[config.mk]
export PLATFORM = sky130hd
export DESIGN_NAME = game_key_events_flat
export DESIGN_NICKNAME = d
export VERILOG_FILES = /design/src/rtl/game_key_events_if.sv /design/src/rtl/game_key_events.sv /design/src/flat_wrapper.sv
export SDC_FILE = /design/constraint.sdc
export NUM_CORES = 1
export LEC_CHECK = 0
export ABC_AREA = 1
export CORE_MARGIN = 5
export CORE_UTILIZATION = 55
export DETAILED_ROUTE_END_ITERATION = 8
export PLACE_DENSITY = 0.9
export SYNTH_ARGS = -nofsm -noshare
export SYNTH_HDL_FRONTEND = slang
export SYNTH_SLANG_ARGS = --single-unit
[constraint.sdc]
create_clock -name clk -period 2.36 [get_ports clk]
set_input_delay 0.472 -clock clk [delete_from_list [all_inputs] [get_ports clk]]
set_output_delay 0.472 -clock clk [all_outputs]
set_load 0.02 [all_outputs]
[src/rtl/game_key_events_if.sv]
// Byte stream from the PS/2 receiver into the key-event parser.
interface game_key_events_if;
    logic [7:0] din;
    logic       dinValid;

    modport master (output din, output dinValid);
    modport slave  (input  din, input  dinValid);
endinterface

[src/rtl/game_key_events.sv]
// PS/2 set-2 scan-code parser producing game-control pulses and held-key levels.
// Optional: GAME_KEY_TYPEMATIC_FILTER_EN suppresses make pulses from typematic repeats.
//
// state   | meaning
// Sidle   | waiting for a make code or a prefix
// Sext    | E0 seen, expecting an extended make or F0
// Sbrk    | F0 seen, expecting the released key
// SextBrk | E0 F0 seen, expecting the released extended key
module game_key_events #(
    parameter int TIMEOUT_CYCLES = 50000,
    parameter int TW             = 16
) (
    input  logic                     clk,
    input  logic                     resetN,
    game_key_events_if.slave         kbd,
    output logic                     start,
    output logic                     risingSpace,
    output logic                     brakeSpace,
    output logic                     spaceHeld,
    output logic [3:0]               numKey,
    output logic                     leftKey,
    output logic                     rightKey
);
    typedef enum logic [1:0] {Sidle, Sext, Sbrk, SextBrk} state_t;

    localparam logic [7:0] K_EXT   = 8'hE0;
    localparam logic [7:0] K_BRK   = 8'hF0;
    localparam logic [7:0] K_SPACE = 8'h29;
    localparam logic [7:0] K_ENTER = 8'h5A;
    localparam logic [7:0] K_D1    = 8'h16;
    localparam logic [7:0] K_D2    = 8'h1E;
    localparam logic [7:0] K_D3    = 8'h26;
    localparam logic [7:0] K_LEFT  = 8'h6B;
    localparam logic [7:0] K_RIGHT = 8'h74;
    localparam logic [TW-1:0] T_LAST = TW'(TIMEOUT_CYCLES - 1);

    state_t        state;
    logic [TW-1:0] tcnt;
`ifdef GAME_KEY_TYPEMATIC_FILTER_EN
    logic          enterHeld;
`endif

    always_ff @(posedge clk or negedge resetN) begin
        if (!resetN) begin
            state       <= Sidle;
            tcnt        <= '0;
            start       <= 1'b0;
            risingSpace <= 1'b0;
            brakeSpace  <= 1'b0;
            spaceHeld   <= 1'b0;
            numKey      <= 4'd0;
            leftKey     <= 1'b0;
            rightKey    <= 1'b0;
`ifdef GAME_KEY_TYPEMATIC_FILTER_EN
            enterHeld   <= 1'b0;
`endif
        end else begin
            start       <= 1'b0;
            risingSpace <= 1'b0;
            brakeSpace  <= 1'b0;
            if (kbd.dinValid) begin
                // A byte arriving on the expiry cycle is parsed in the current state.
                tcnt <= '0;
                unique case (state)
                    Sidle: begin
                        case (kbd.din)
                            K_EXT:   state <= Sext;
                            K_BRK:   state <= Sbrk;
                            K_SPACE: begin
`ifdef GAME_KEY_TYPEMATIC_FILTER_EN
                                risingSpace <= ~spaceHeld;
`else
                                risingSpace <= 1'b1;
`endif
                                spaceHeld <= 1'b1;
                            end
                            K_ENTER: begin
`ifdef GAME_KEY_TYPEMATIC_FILTER_EN
                                start     <= ~enterHeld;
                                enterHeld <= 1'b1;
`else
                                start <= 1'b1;
`endif
                            end
                            K_D1:    numKey <= 4'd1;
                            K_D2:    numKey <= 4'd2;
                            K_D3:    numKey <= 4'd3;
                            default: state <= Sidle;
                        endcase
                    end
                    Sext: begin
                        case (kbd.din)
                            K_BRK:   state <= SextBrk;
                            K_EXT:   state <= Sext;
                            K_LEFT:  begin leftKey  <= 1'b1; state <= Sidle; end
                            K_RIGHT: begin rightKey <= 1'b1; state <= Sidle; end
                            default: state <= Sidle;
                        endcase
                    end
                    Sbrk: begin
                        state <= Sidle;
                        case (kbd.din)
                            K_BRK:   state <= Sbrk;
                            K_EXT:   state <= Sext;
                            K_SPACE: begin
                                brakeSpace <= 1'b1;
                                spaceHeld  <= 1'b0;
                            end
`ifdef GAME_KEY_TYPEMATIC_FILTER_EN
                            K_ENTER: enterHeld <= 1'b0;
`endif
                            // A digit release only clears numKey if it is the digit shown.
                            K_D1:    if (numKey == 4'd1) numKey <= 4'd0;
                            K_D2:    if (numKey == 4'd2) numKey <= 4'd0;
                            K_D3:    if (numKey == 4'd3) numKey <= 4'd0;
                            default: state <= Sidle;
                        endcase
                    end
                    SextBrk: begin
                        state <= Sidle;
                        if (kbd.din == K_LEFT)  leftKey  <= 1'b0;
                        if (kbd.din == K_RIGHT) rightKey <= 1'b0;
                    end
                    default: state <= Sidle;
                endcase
            end else if (state != Sidle) begin
                if (tcnt == T_LAST) begin
                    state <= Sidle;
                    tcnt  <= '0;
                end else begin
                    tcnt <= tcnt + 1'b1;
                end
            end else begin
                tcnt <= '0;
            end
        end
    end
endmodule

[src/flat_wrapper.sv]
// flat-port wrapper written by rule: the top's interface ports become plain ports
module game_key_events_flat 
#(
    parameter int TIMEOUT_CYCLES = 50000,
    parameter int TW             = 16
)
  (clk, resetN, start, risingSpace, brakeSpace, spaceHeld, numKey, leftKey, rightKey, kbd_din, kbd_dinValid);
  game_key_events_if kbd_i ();
  input  logic clk;
  input  logic resetN;
  output logic start;
  output logic risingSpace;
  output logic brakeSpace;
  output logic spaceHeld;
  output logic [3:0] numKey;
  output logic leftKey;
  output logic rightKey;
  input wire logic [$bits(kbd_i.din)-1:0] kbd_din;
  input wire logic [$bits(kbd_i.dinValid)-1:0] kbd_dinValid;
  assign kbd_i.din = kbd_din;
  assign kbd_i.dinValid = kbd_dinValid;
  game_key_events #(.TIMEOUT_CYCLES(TIMEOUT_CYCLES), .TW(TW)) u_core (.clk(clk), .resetN(resetN), .kbd(kbd_i), .start(start), .risingSpace(risingSpace), .brakeSpace(brakeSpace), .spaceHeld(spaceHeld), .numKey(numKey), .leftKey(leftKey), .rightKey(rightKey));
endmodule
### Word-level counts from Yosys, hierarchy flattened

Index checks and enable logic that the tools add are counted.

* reductions and logical operators: 12
* mux-type cells: 33
* equal/unequal tests: 28
* add/sub/neg operators: 1

Operators by type and width (number)
* two-way mux 16 bit: 3
* equality test 8 x 7 -> 1 bit (second input constant): 3
* one-hot mux 4 bit (3 select lines): 2
* adder 16 x 1 -> 16 bit (second input constant): 1
* equality test 16 bit (second input constant): 1
* equality test 8 x 5 -> 1 bit (second input constant): 2
* equality test 8 x 6 -> 1 bit (second input constant): 2
* equality test 8 bit (second input constant): 2
* two-way mux 1 bit: 14
* two-way mux 4 bit: 3
* AND reduction 4 bit: 3
* inequality test 2 x 1 -> 1 bit (second input constant): 5
* nonzero test 2 bit: 5
* inequality test 3 x 2 -> 1 bit (second input constant): 3
* equality test 4 x 2 -> 1 bit (second input constant): 2
* one-hot mux 2 bit (2 select lines): 2
* one-hot mux 2 bit (4 select lines): 1
* one-hot mux 4 bit (2 select lines): 1
* AND reduction 7 bit: 1
* two-way mux 2 bit: 3
* one-hot mux 1 bit (2 select lines): 3
* one-hot mux 2 bit (3 select lines): 1
* OR reduction 5 bit: 1
* equality test 2 bit (second input constant): 2
* 8 further kinds: 8

* output and inout bits: 10
* word-level logic and storage cells: 83
* input bits: 11
* bits in registers: 28

### Logic depth before layout (Yosys ltp)

Gate-level depths: netlist of run 1.

* word-level depth: 5
* depth in mapped cells: 11

### Least setup slack after synthesis of run 1

Ideal clock, no wire load.

* path kind: flip-flop to flip-flop
* from: reg u_core.tcnt[0]
* to: reg u_core.tcnt[11]
* path slack: 0.918 ns
* cell stages (with the launch flop): 8
* arrival: 1.362 ns
* clock period less this slack: 1.442 ns
* library setup time: 0.080 ns
* path through: dfrtp_1 -> ha_1 -> nand3_1 -> nor2_1 -> a21oi_4 -> nand2_2 -> buf_6 -> nor3b_2

* longest elaborated chain between the ends: 4
* elaborated cells between the ends (all ways): 5
* those cells by class: add/sub (1); eq/ne (1); mux (3)

RTL lines
* start, declared: RTL line game_key_events.sv:38 `logic [TW-1:0] tcnt;`
* start signal, assigned: RTL line game_key_events.sv:131 `tcnt <= tcnt + 1'b1;`
* adder 16 x 1 -> 16 bit or equality test 16 bit (tied branches): RTL line game_key_events.sv:131, game_key_events.sv:127
* two-way mux 16 bit (*): RTL line game_key_events.sv:127 `if (tcnt == T_LAST) begin`
* two-way mux 16 bit (*): RTL line game_key_events.sv:126 `end else if (state != Sidle) begin`
* two-way mux 16 bit (*): RTL line game_key_events.sv:61 `if (kbd.dinValid) begin`

Every way passes the cells marked *; elsewhere a longest branch is shown, timed or not.
A chain may end at the register's enable or synchronous reset.

### Worst setup path in the final report of run 1

* from: reg u_core.numKey[1]
* to: out numKey[1]

RTL lines
* start, declared: RTL line game_key_events.sv:20 `output logic [3:0] numKey,`
* start signal, assigned: RTL line game_key_events.sv:51 `numKey <= 4'd0;`
* start signal, assigned: RTL line game_key_events.sv:85 `K_D1: numKey <= 4'd1;`
* start signal, assigned: RTL line game_key_events.sv:86 `K_D2: numKey <= 4'd2;`
* end, declared: RTL line flat_wrapper.sv:15 `output logic [3:0] numKey;`

No word-level cell between the ends.

==> metrics.txt, run 1 <==
First DRT Iteration DRCs=61; CP Max Fanout=5; Psw=190 uW; Clk pwr share=23.7%; max_cap viols=0; Pint=559 uW; Synth top cells by count=nand2_1, nor2_1, inv_1; Worst R2R Start=u_core.tcnt[0]$_DFF_PN0_; Sequential Power Share=62.0%; max incr delay on CP=0.63 ns; R2R depth=6; Initial Utilization=57.4%; area share of the largest cell type after synthesis=41.1%; root buf cell=clkbuf_4; top-count cell post-synth=nand2_1; post-synthesis sequential area ratio=41.1%; Peak VDD IR=0.365 mV; Critical Path RT=1.89 ns; Final Wtd Congestion=0.849; Post-synth EDFFs=0; initial antenna violation count=0; CTS tree=built; GR Overflow Total=0; Clk Latency, worst-skew pair=0.31 ns; fraction of registers with async set/reset=100%; Mapped Cells=210; share of layout cells above drive strength 1=13.9%; Via density=5.17; P_leak=0.000846 uW; slowest stage cell, crit path=clkdlybuf4s50_1; fin. max-slew vios=0; Final min period=1.84 ns; FF-to-FF End=u_core.tcnt[3]$_DFF_PN0_; largest net degree at the start of global routing=27; Worst EP arrival=1.37 ns; run status=finished, final reports clean; core area=2760 um^2; die area=4050 um^2; # fillers=252; Setup crit start kind=flop; Hold Path Class=reg -> reg; total track usage=16.0%; vias in the first global route=1319; Comb pwr share=14.3%; Period Utilization, post-route=78.2%; Cells on Worst Hold Path=1; final WL=2930 um; synthesized area per cell=7.54 um^2; ys flop type=dfrtp_1; final hold violation count=0; Max Fclk=542 MHz; first-pass GRT wire length=5370 um; CP top delay family=buffers and inverters; floorplan die width=63.6 um; Crit path depth=1; nets@finish=244; Unique masters post-synth=32; CP Capture Type=primary output; Crit path buffers/inverters=1; Post-CTS Resized=0; Setup violations, final=0; area grow syn2layout=14.3%; #FFs+latches synth=26; Synth Warn #=0; setup slack after layout=0.515 ns; H-tree depth=1; Area contributors post-synth=dfrtp_1, nand2_1, nor2_1; IO Pins=21; CP cell instances=clkdlybuf4s50_1; Post-Syn Area=1580 um^2; Antenna diodes=0; DRC viols=0; hold buffer count at CTS=0; WL per Instance=11.2 um; unrepaired setup endpoints after global routing=false; DRT antenna net count=0; setup TNS=0 ns; critical path class=reg -> out; worst hold start=u_core.tcnt[0]$_DFF_PN0_; Sw Ratio=25.4%; port bufs=18; DP Wirelength=2390 um; TritonRoute pass-1 iters=4; leading area contributor after synthesis=dfrtp_1; Core Rows=19; CTS Buf Count=3; Power Density=414 nW/um^2; clock sinks=26; R2R setup slack=0.71 ns; Vias=1350; dpl ws=0.388 ns; chip height=63.6 um; clock-pin slew on the worst setup and hold paths=0.14 ns; CTS Buffer Depth=2; Worst Hold End=u_core.tcnt[0]$_DFF_PN0_; Post-CTS Setup Inserts=0; clk_skew=0.0169 ns
## power groups by stage
stage          sequential (uW)  combinational, uW  clock [uW]
2_1_floorplan              483               39.9           0
3_3_place_gp               473                105           0
3_5_place_dp               473                107           0
4_1_cts                    464                108         188
5_1_grt                    467                119         210
6_report                   464                107         178
## worst max-delay path by stage
stage,startpoint,endpoint
after CTS,u_core.numKey[1]$_DFFE_PN0P_,numKey[1]
after detailed placement,kbd_din[2],u_core.numKey[0]$_DFFE_PN0P_
after floorplan,u_core.tcnt[0]$_DFF_PN0_,u_core.tcnt[11]$_DFF_PN0_
after global placement,kbd_din[2],u_core.numKey[1]$_DFFE_PN0P_
after global routing,u_core.numKey[1]$_DFFE_PN0P_,numKey[1]
final,u_core.numKey[1]$_DFFE_PN0P_,numKey[1]
## cell usage in the layout, fill, tap and decap left out, drive strengths merged, types with 2 or more instances in the layout
cell type and n:
o21ai 3, a21oi 8, nor3b 5, nand2 44, mux2i 2, nor2 42
clkbuf 3, nor3 11, nand4 7, inv 34, clkdlybuf4s50 18, conb 2
dfrtp 26, xor2 2, nand3 14
## layer usage
layer  GRT usage, %  part of all wire (%)  wire length (um)
met1           18.6                    43              1270
met2           29.3                    52              1530
met3           2.84                   3.3                97
met4           4.94                   1.3                38
met5              0                     0                 0
## area by class of cell
cell class | count | area [um^2] | area share (%)
multi-input cells | 148 | 782 | 43.2
flip-flops and latches | 26 | 651 | 36.0
repair buffers | 19 | 188 | 10.4
inverters | 34 | 128 | 7.05
well taps | 31 | 38.8 | 2.14
clock buffers | 3 | 22.5 | 1.24
## logic make-up after synthesis
family          synth area share [%]
compound gates                  6.09
xor+xnor                        1.66
fa+ha+maj                      0.790
buf+inv                         9.72
flops                           41.1
mux                             1.26
other cells                    0.237
simple gates                    39.1
## registers in the layout, summed over array words and instances (netlist names)
name / cells
u_core.risingSpace: 1
u_core.spaceHeld: 1
u_core.brakeSpace: 1
u_core.rightKey: 1
u_core.leftKey: 1
u_core.start: 1
u_core.state: 2
u_core.tcnt: 16
u_core.numKey: 2
## per-stage QoR
| step | instances | hold WS [ns] | total power (uW) | util [%] | area [um^2] |
|---|---|---|---|---|---|
| finish | 261 | 0.490 | 749 | 65.6 | 1810 |
| CTS | 261 | 0.498 | 761 | 65.6 | 1810 |
| floorplan | 211 | 0.176 | 523 | - | 1590 |
| global placement | 258 | 0.467 | 578 | 64.8 | 1790 |
| detailed placement | 258 | 0.476 | 581 | 64.8 | 1790 |
| global route | 261 | 0.517 | 797 | 65.6 | 1810 |
(Power assumes the default switching activity.)
==> run 2, diff against run 1 <==
Settings changed: CORE_UTILIZATION 55 to 49, PLACE_DENSITY 0.9 to 0.85.
Clock period 2.36 ns to 1.6 ns, I/O delays scaled along.
==> metrics.txt, run 2 (synthesis results as in run 1) <==
clock sinks=26; root buf cell=clkbuf_4; met3 wire len=118 um; Max Fclk=670 MHz; area of the multi-input gates=811 um^2; Vias=1432; total track usage=16.6%; Core Rows=20; CTS Buffer Depth=2; Final Wtd Congestion=0.860; Setup crit start kind=flop; floorplan die width=66.8 um; P_leak=0.00100 uW; clock-pin slew on the worst setup and hold paths=0.15 ns; nets@finish=263; non-filler cells, final=294; Clk Latency, worst-skew pair=0.33 ns; CTS tree=built; Antenna diodes=0; area grow syn2layout=27.7%; Worst EP arrival=1.72 ns; commonest non-fill, non-tap cell in the layout=nand2_1; CTS Buf Count=3; CP Capture Type=flop; final instance area=2020 um^2; first-pass GRT wire length=5830 um; number of placed instances, taps included=290; vias in the first global route=1448; core area=3080 um^2; DP Wirelength=2600 um; placed inst area=1950 um^2; die area=4470 um^2; H-tree depth=1; Initial Utilization=51.4%; setup TNS=0 ns; final hold violation count=0; largest net degree at the start of global routing=17; hold buffer count at CTS=0; met2 WL post-DR=1750 um; Critical Path RT=1.83 ns; clk_skew=0.00528 ns; max_cap viols=0; WL per Instance=11.2 um; number of flip-flops under the largest register name=16; FF+latch area=651 um^2; Via density=4.87; DRC viols=0; Post-CTS Setup Inserts=0; Setup violations, final=0; share of layout cells above drive strength 1=22.0%; DRT antenna net count=0; IO Pins=21; CP Max Fanout=3; routed metal-1 wire length=1390 um; critical path class=reg -> reg; port bufs=18; Period Utilization, post-route=93.3%; max layer used=met4; Most flops, register=u_core.tcnt; Final min period=1.49 ns; First DRT Iteration DRCs=60; TritonRoute pass-1 iters=4; total chip power=1320 uW; commonest non-fill, non-tap cells in the layout=nand2_1, nor2_1, inv_1, dfrtp_1, buf_4; Power Density=652 nW/um^2; fin. max-slew vios=0; Min Hold Slack=0.292 ns; initial antenna violation count=0; biggest regs=u_core.tcnt: 16 flops, u_core.numKey: 2 flops, u_core.state: 2 flops; Hold Path Class=in -> async; final WL=3290 um; Peak VDD IR=0.327 mV; # fillers=262; run status=finished, final reports clean; chip height=66.8 um; GR Overflow Total=0
-- run 2: cell types whose count changed in the layout (fill, tap and decap cells not counted), sizes merged --
cell,change
dlymetal6s2s,+1
clkdlybuf4s50,-8
dlygate4sd2,+7
bufinv,+1
buf,+19
-- run 2: layer usage --
metal | vias up | GRT usage (%)
met4 | 0 | 4.31
met5 | - | 0
met1 | 651 | 19.0
li1 | 750 | -
met2 | 26 | 30.8
met3 | 5 | 3.54
-- run 2: path summary, 6_finish.rpt --
check	startpoint	to	slack (ns)	cells after the start
min in group clk	u_core.leftKey$_DFFE_PN0P_	u_core.leftKey$_DFFE_PN0P_	0.50	2
max in group asynchronous	resetN	u_core.state[1]$_DFFE_PN0P_	1.10	2
setup / recovery	u_core.tcnt[0]$_DFF_PN0_	u_core.state[1]$_DFFE_PN0P_	0.11	9
hold / removal	resetN	u_core.tcnt[6]$_DFF_PN0_	0.29	2
setup reg to reg	u_core.tcnt[0]$_DFF_PN0_	u_core.state[1]$_DFFE_PN0P_	0.11	9
hold reg to reg	u_core.leftKey$_DFFE_PN0P_	u_core.leftKey$_DFFE_PN0P_	0.50	2
-- run 2: cell type report --
type | instances | share of cell area (%)
timing repair buffer | 38 | 16.0
sequential | 26 | 32.2
multi-input combinational | 148 | 40.1
tap | 44 | 2.72
clock buffer | 3 | 1.11
clock inverter | 1 | 1.49
inverter | 34 | 6.32
-- run 2: per-stage QoR --
step                      utilization, %  setup WS, ns
after CTS                           64.6       0.00283
after global routing                65.7       -0.0182
final                               65.7         0.107
after global placement              63.2        -0.147
after floorplan                        -         0.158
after detailed placement            63.2        -0.199
-- run 2: what timing repair did --
action | CTS | global route
pin swaps | 0 | 1
gates resized for setup | 7 | 7
setup endpoints to repair | 7 | 12
-- run 2: critical path, cell delays in order, from the launching register on --
cell,delay [ns]
dfrtp_1,0.40
ha_2,0.22
nand3_2,0.09
nor2_2,0.16
a21oi_4,0.09
buf_4,0.16
inv_1,0.04
nand2_1,0.06
nand3_1,0.11
nand2_1,0.06
-- run 2: power by group --
part | switching, uW | leakage (uW) | total (uW) | internal (uW)
logic | 96.8 | 0.000612 | 175 | 78.4
registers | 13.9 | 0.000361 | 685 | 671
clock network | 203 | 0.0000279 | 457 | 254
total | 314 | 0.00100 | 1320 | 1000
==> run 3, diff against run 2 <==
Settings changed: ABC_AREA 1 to unset, CORE_UTILIZATION 49 to 48.
==> metrics.txt, run 3 <==
nets@finish=206; clock sinks=26; port bufs=18; Sw Ratio=24.5%; non-filler cells, final=224; first-pass GRT wire length=5600 um; commonest non-fill, non-tap cells in the layout=buf_4, dfrtp_1, nor2_1, dlygate4sd2_1, nand2_1; max_cap viols=0; Post-synth EDFFs=0; CP Capture Type=flop; H-tree depth=1; Final Wtd Congestion=0.894; Worst EP arrival=1.92 ns; final WL=3260 um; Vias=1210; P_leak=0.000942 uW; R2R setup slack=-0.10 ns; Period Utilization, post-route=107%; clock-pin slew on the worst setup and hold paths=0.13 ns; area of the multi-input gates=759 um^2; share of layout cells above drive strength 1=28.0%; largest net degree at the start of global routing=27; Area contributors post-synth=dfrtp_1, nor2_1, xor2_1; area share of the largest cell type after synthesis=46.4%; leading area contributor after synthesis=dfrtp_1; Peak VDD IR=0.708 mV; IO Pins=21; post-synthesis sequential area ratio=46.4%; Pint=898 uW; floorplan die width=64.0 um; CTS Buf Count=3; final hold violation count=0; biggest regs=u_core.tcnt: 16 flops, u_core.numKey: 2 flops, u_core.state: 2 flops; number of placed instances, taps included=216; GR Overflow Total=0; Psw=291 uW; Sequential Power Share=57.5%; DP Wirelength=2380 um; Hold Path Class=in -> async; Clk pwr share=27.1%; number of flip-flops under the largest register name=16; total chip power=1190 uW; CTS Buffer Depth=2; Post-Syn Area=1400 um^2; fin util=69.1%; Final min period=1.70 ns; hold buffer count at CTS=0; failing checks=negative setup slack; initial antenna violation count=0; final instance area=1920 um^2; die area=4100 um^2; setup slack after layout=-0.105 ns; chip height=64.0 um; Setup crit start kind=flop; setup TNS=-1.50 ns; Synth Warn #=0; Power Density=619 nW/um^2; core area=2780 um^2; FF+latch area=651 um^2; fraction of registers with async set/reset=100%; unrepaired setup endpoints after global routing=true; Core Rows=19; DRT antenna net count=0; clk_skew=0.00370 ns; commonest non-fill, non-tap cell in the layout=buf_4; root buf cell=clkbuf_4; WL per Instance=14.6 um; DRC viols=0; fin. max-slew vios=0; Initial Utilization=50.4%; Setup violations, final=17; top-count cell post-synth=dfrtp_1; ys flop type=dfrtp_1; #FFs+latches synth=26; vias in the first global route=1247; total track usage=16.8%; Antenna diodes=0; placed inst area=1790 um^2; Most flops, register=u_core.tcnt; Mapped Cells=144; CP Max Fanout=16; critical path class=reg -> reg; First DRT Iteration DRCs=44; Synth top cells by count=dfrtp_1, nor2_1, nand2_1; Clk Latency, worst-skew pair=0.32 ns; Comb pwr share=15.4%; synthesized area per cell=9.73 um^2; CTS tree=built; Critical Path RT=1.82 ns; Via density=5.40; Max Fclk=587 MHz; run status=finished with violations; TritonRoute pass-1 iters=5; Unique masters post-synth=39; # fillers=232; area grow syn2layout=37.1%
[run 3: changes by cell type in the layout (fill, tap and decap cells not counted), moves of 7 or more]
cell	before	now
buf_4	20	30
clkdlybuf4s50_1	10	3
inv_1	28	5
nand2_1	41	10
nor2_1	31	21
[run 3: power by group through the flow]
stage	combinational, uW	sequential (uW)	clock [uW]
3_3_place_gp	175	694	0
2_1_floorplan	65.7	705	0
5_1_grt	201	686	371
4_1_cts	178	683	332
3_5_place_dp	177	696	0
6_report	183	683	323
[run 3: path summary, 6_finish.rpt]
| kind | end | start | cells after the start |
|---|---|---|---|
| worst max register to register | u_core.tcnt[14]$_DFF_PN0_ | u_core.tcnt[11]$_DFF_PN0_ | 5 |
| worst min-delay path | u_core.tcnt[13]$_DFF_PN0_ | resetN | 2 |
| max in group asynchronous | u_core.tcnt[12]$_DFF_PN0_ | resetN | 2 |
| worst min register to register | u_core.rightKey$_DFFE_PN0P_ | u_core.rightKey$_DFFE_PN0P_ | 1 |
| worst max-delay path | u_core.tcnt[14]$_DFF_PN0_ | u_core.tcnt[11]$_DFF_PN0_ | 5 |
| min in group clk | u_core.state[1]$_DFFE_PN0P_ | kbd_din[7] | 4 |
[run 3: timing repair]
action	CTS	global route
gates cloned	0	0
buffers inserted	3	1
pin swaps	4	7
gates resized for setup	21	11
setup endpoints to repair	27	23
[run 3: cell families (layout without fill, tap and decap cells)]
kind of cell | after synthesis | in the layout | synth area share (%)
fa+ha+maj | 1 | 1 | 0.893
xor+xnor | 15 | 15 | 9.38
flops | 26 | 26 | 46.4
mux | 3 | 3 | 2.41
compound gates | 13 | 13 | 6.61
buf+inv | 10 | 58 | 5.00
simple gates | 75 | 75 | 29.0
other cells | 1 | 2 | 0.268
[run 3: routing by layer]
layer  vias to the layer above  track usage, %  part of all wire (%)
li1                        598               -                     -
met1                       578            22.1                    43
met2                        30            27.9                    53
met3                         4            4.20                   3.9
met4                         0            3.38                  0.77
met5                         -               0                     0
[run 3: stage by stage]
step / setup WS (ns) / hold WS [ns]
after floorplan: -0.0419 / 0.0244
after global placement: -0.388 / 0.490
after detailed placement: -0.489 / 0.510
after CTS: -0.107 / 0.358
after global routing: -0.162 / 0.365
final: -0.105 / 0.347
[run 3: final cells by class]
cell class | count | share of cell area (%)
clock buffer | 4 | 1.89
inverter | 5 | 0.977
multi-input combinational | 109 | 39.5
sequential | 26 | 33.9
tap | 31 | 2.02
timing repair buffer | 49 | 21.7
[run 3: critical path, stage by stage (launching register included)]
cell and delay [ns]:
dfrtp_1 0.41, or4bb_4 0.56, nor4_4 0.26, or3_4 0.18
buf_12 0.13, nor2_1 0.06
